`src/rtl/seq_divider.sv`:
```
// Restoring shift-subtract divider, unsigned WIDTH-bit operands.
// Latency is WIDTH shifts plus one subtract per quotient 1 bit.
module seq_divider #(
  parameter int WIDTH = 8
) (
  input  logic             clk,
  input  logic             reset_n,
  input  logic             start,
  input  logic [WIDTH-1:0] dividend,
  input  logic [WIDTH-1:0] divisor,
  output logic             ready,
  output logic             done,
  output logic [WIDTH-1:0] quotient,
  output logic [WIDTH-1:0] remainder,
  output logic             div_by_zero
);

  localparam int CW = $clog2(WIDTH + 1);

  typedef enum logic [1:0] {
    IDLE,
    SHIFT,
    SUB,
    DONE
  } state_t;

  state_t           state_q, state_d;
  logic [WIDTH:0]   rem_q, rem_d;
  logic [WIDTH-1:0] quo_q, quo_d;
  logic [WIDTH-1:0] dvs_q, dvs_d;
  logic [CW-1:0]    cnt_q, cnt_d;
  logic             dbz_q, dbz_d;
  logic             ready_q, ready_d;
  logic             done_q, done_d;
  logic [WIDTH:0]   trial;

  assign trial = {rem_q[WIDTH-1:0], quo_q[WIDTH-1]};

  // Next state and datapath updates for one division step.
  always_comb begin
    state_d = state_q;
    rem_d   = rem_q;
    quo_d   = quo_q;
    dvs_d   = dvs_q;
    cnt_d   = cnt_q;
    dbz_d   = dbz_q;
    unique case (state_q)
      IDLE: begin
        if (start) begin
          dvs_d = divisor;
          cnt_d = CW'(WIDTH);
          if (divisor == '0) begin
            rem_d   = {1'b0, dividend};
            quo_d   = '1;
            dbz_d   = 1'b1;
            state_d = DONE;
          end else begin
            rem_d   = '0;
            quo_d   = dividend;
            dbz_d   = 1'b0;
            state_d = SHIFT;
          end
        end
      end
      SHIFT: begin
        rem_d = trial;
        quo_d = {quo_q[WIDTH-2:0], 1'b0};
        cnt_d = cnt_q - CW'(1);
        if (trial >= {1'b0, dvs_q}) begin
          state_d = SUB;
        end else if (cnt_q == CW'(1)) begin
          state_d = DONE;
        end else begin
          state_d = SHIFT;
        end
      end
      SUB: begin
        rem_d    = rem_q - {1'b0, dvs_q};
        quo_d[0] = 1'b1;
        state_d  = (cnt_q == '0) ? DONE : SHIFT;
      end
      DONE: begin
        state_d = IDLE;
      end
      default: begin
        state_d = IDLE;
      end
    endcase
    ready_d = (state_d == IDLE);
    done_d  = (state_d == DONE);
  end

  // State, datapath and handshake registers.
  always_ff @(posedge clk or negedge reset_n) begin
    if (!reset_n) begin
      state_q <= IDLE;
      rem_q   <= '0;
      quo_q   <= '0;
      dvs_q   <= '0;
      cnt_q   <= '0;
      dbz_q   <= 1'b0;
      ready_q <= 1'b1;
      done_q  <= 1'b0;
    end else begin
      state_q <= state_d;
      rem_q   <= rem_d;
      quo_q   <= quo_d;
      dvs_q   <= dvs_d;
      cnt_q   <= cnt_d;
      dbz_q   <= dbz_d;
      ready_q <= ready_d;
      done_q  <= done_d;
    end
  end

  assign ready       = ready_q;
  assign done        = done_q;
  assign quotient    = quo_q;
  assign remainder   = rem_q[WIDTH-1:0];
  assign div_by_zero = dbz_q;

endmodule
```
`config.mk`:
```
export PLATFORM = sky130hd
export DESIGN_NAME = seq_divider
export DESIGN_NICKNAME = d
export VERILOG_FILES = /design/src/rtl/seq_divider.sv
export SDC_FILE = /design/constraint.sdc
export NUM_CORES = 1
export LEC_CHECK = 0
export CORE_MARGIN = 3
export CORE_UTILIZATION = 45
export CTS_BUF_LIST = sky130_fd_sc_hd__clkbuf_4
export DETAILED_ROUTE_END_ITERATION = 8
export GPL_TIMING_DRIVEN = 0
export PLACE_DENSITY = 0.71
export SLEW_MARGIN = 5
export SYNTH_ARGS = -nofsm -noshare
export SYNTH_HDL_FRONTEND = slang
export SYNTH_SLANG_ARGS = --single-unit
```
`constraint.sdc`:
```
create_clock -name clk -period 2.5 [get_ports clk]
set_clock_uncertainty 0.05 [all_clocks]
set_input_delay 0.5 -clock clk [delete_from_list [all_inputs] [get_ports clk]]
set_output_delay 0.5 -clock clk [all_outputs]
set_load 0.01 [all_outputs]
```
==> flow_summary.toml <==
[logic_synthesis]
syn_area_per_cell_um2 = 8.626
synthFlopType = "dfrtp_1"
syn_inst = 255
synth_fp_nets = 296
yosysTopAreaCell = "dfrtp_1"
synth_common_cells = "32 x dfrtp_1, 32 x nand2_1, 28 x nor2_1"
synth_edf_count = 0
yosys.area.top_type_share_pct = 36.41
async_reset_ff_share_pct = 100.0
ys_warn_count = 0
synth_area_leaders = "dfrtp_1 36%, ha_1 12%, nand2_1 5.5%"
ys_seq_area_share_pct = 37.60
netlist_area_um2 = 2200
ys_ff_latch = 33
synth_cell_types = 41

[layout]
regArea_um2 = 827.0
fillCellCount = 418
multi_input_area_um2 = 1262
fin_cells = 365
antenna-diode-count = 0
fin_nets = 340
area_growth_pct = 23.04
design_area_um2 = 2706
drive_above_1_share_pct = 8.667

[floorplanning]
die_y_um = 75.92
die-area_um2 = 5763
pin_count = 38
rows = 24
die_x_um = 75.92
start_util_pct = 48.51
core_um2 = 4534

[setup_path]
endpoint = "rem_q[5]"
cp_top_family = "simple AND/OR/NAND/NOR gates"
crit_path_end_kind = "flip-flop"
crit_chain = "inv_1 -> ha_1 -> clkbuf_1 -> nand2b_1 -> nor2b_1 -> clkbuf_2 -> nand2_1 -> a221oi_1 -> nor3_1"
path_class = "flip-flop to flip-flop"
cp_max_fo = 9
r2r_slack_ns = 0.29
slowest_delay_ns = 0.44
r2r_cells = 9
cp_num_buf_inv = 3
startpoint_type = "flip-flop"
critPathArrivalTime_ns = 2.40
required_ns = 2.68
r2r_end = "rem_q[5]"
critPathSlowestCell = "dfrtp_1"
cp_num_cells = 9
r2r_start = "state_q[0]"
crit_start = "state_q[0]"

[route]
detail-route-antenna-nets = 0
routed_via_density = 5.381
wl_per_cell_um = 14.06
finalWirelength_um = 5132
vias = 1964
drc_errors = 0
drt_first_iter_violations = 98
dr.pass1.iters = 5

[global_routing]
grt_overflow = 0
grt_pass1_wl_um = 8700
met3_usage_pct = 2.607
grt_max_degree = 34
grt_pass1_vias = 1808
top_usage_layer = "met2"
grt_util_met2_pct = 28.10
met1_usage_pct = 26.69
grt_util_all_layers_pct = 18.26
antenna_found_initial = 0

[clocking]
clockBufferDepth = 2
cts_tree = "yes"
clk_pin_slew_ns = 0.12
numCtsBuffers = 5
htree_levels = 2
clock_latency_ns = 0.34
cts.sinks = 33
post_cts_buffers = 0
postCtsHoldBufs = 0
cts_root_buf = "clkbuf_4"

[power]
p_per_area_nw_per_um2 = 1343
p_leak_uw = 0.001206
ir_worst_vdd_uv = 620.8
p_total_uw = 3636

[timing]
hold_viol_final = 0
period_share_pct = 88.45
maxClockFrequency_mhz = 452.2
rsz0062_at_grt = "false"
setup_viol = 0
finalCriticalPeriod_ns = 2.211
worst_pin_slew_ns = 0.7367
report.final.slew_viol_count = 0
max_slew_margin_pct = 50.89

[flow_run]
maxCapViolCount = 0

[placed_design]
placed_cell_area_um2 = 2646
portBuffers = 37
placedCellCount = 357
dp_hpwl_um = 3886
gp_congestion = 0.8387

[worst_hold_path]
min_path_type = "input pin to asynchronous set/reset pin"

[outcome]
status = "finished clean"
==> metal layers <==
| metal | routed length (µm) | vias to the layer above |
|---|---|---|
| li1 | - | 973 |
| met1 | 2521 | 934 |
| met2 | 2319 | 52 |
| met3 | 229 | 5 |
| met4 | 63 | 0 |
| met5 | 0 | - |
==> report_power, final <==
group | internal [µW] | switching, µW
registers | 788 | 230
clock network | 106 | 202
logic | 1040 | 1270
total | 1930 | 1700
==> cell families (layout without fill, tap and decap cells) <==
group           count (synthesis)  count (layout)  share of synthesized area [%]
flops                          33              33                          37.60
fa+ha+maj                      22              22                          12.86
simple gates                   81              81                          16.89
xor+xnor                        6               6                          2.389
compound gates                 74              74                          20.48
buf+inv                        30              75                          5.176
mux                             9               9                          4.608
==> final cells by class <==
cell class                      count  area share [%]
Multi-Input combinational cell    192           46.65
Sequential cell                    33           30.56
Timing Repair Buffer               37           13.50
Tap cell                           65           3.005
Inverter                           20           2.774
Buffer                             10           1.479
Clock buffer                        5           1.387
Clock inverter                      3          0.6472
==> stage by stage <==
stage,utilization (%),setup TNS (ns),hold WS (ns),setup WS (ns)
detailed placement,58.36,-0.04092,0.4361,-0.03559
floorplan,-,0,0.1544,0.4637
CTS,59.58,0,0.1775,0.2046
global placement,58.47,-0.05584,0.4355,-0.03535
global route,59.69,0,0.2206,0.06581
finish,59.69,0,0.1509,0.2888
==> layout by cell type (no fill, tap or decap), types with 2 or more instances in the layout <==
cell type / Yosys / routed
nand2b_1: 2 / 2
a31oi_1: 2 / 2
o21bai_1: 2 / 2
dfrtp_1: 32 / 32
nand3_1: 4 / 4
xor2_1: 2 / 2
o21ai_0: 12 / 12
a221oi_1: 2 / 2
inv_1: 20 / 20
o21ai_1: 18 / 17
clkinv_2: 0 / 2
a21oi_1: 19 / 19
and4b_1: 2 / 2
a22oi_1: 2 / 2
a211oi_1: 4 / 4
nand2_1: 32 / 32
buf_2: 1 / 2
nor3_1: 5 / 5
o21a_1: 2 / 2
ha_1: 21 / 21
clkbuf_1: 9 / 8
clkdlybuf4s50_1: 0 / 36
xnor2_1: 4 / 4
nor2_1: 28 / 28
or4_4: 2 / 2
nor2b_1: 3 / 3
mux2_2: 8 / 8
clkbuf_4: 0 / 5
a22o_1: 2 / 2
==> repair_timing <==
item / 4_1_cts / 5_1_grt
gates resized for setup: 0 / 3
endpoints found under the setup margin: 0 / 3
endpoints found under the hold margin: 0 / 0
==> state kept, by name (all words and copies together), names as in the netlist <==
register,cells
cnt_q,4
div_by_zero,1
done,1
dvs_q,8
quotient,8
ready,1
rem_q,8
state_q,2
==> worst min-delay path by stage <==
| stage | depth (start not counted) | startpoint | end |
|---|---|---|---|
| final | 1 | reset_n | quotient[4] |
| after global routing | 1 | reset_n | quotient[4] |
| after CTS | 1 | reset_n | quotient[4] |
| after detailed placement | 1 | div_by_zero | div_by_zero |
| after global placement | 2 | quotient[0] | quotient[0] |
| after floorplan | 0 | reset_n | cnt_q[0] |
(Power assumes the default switching activity.)
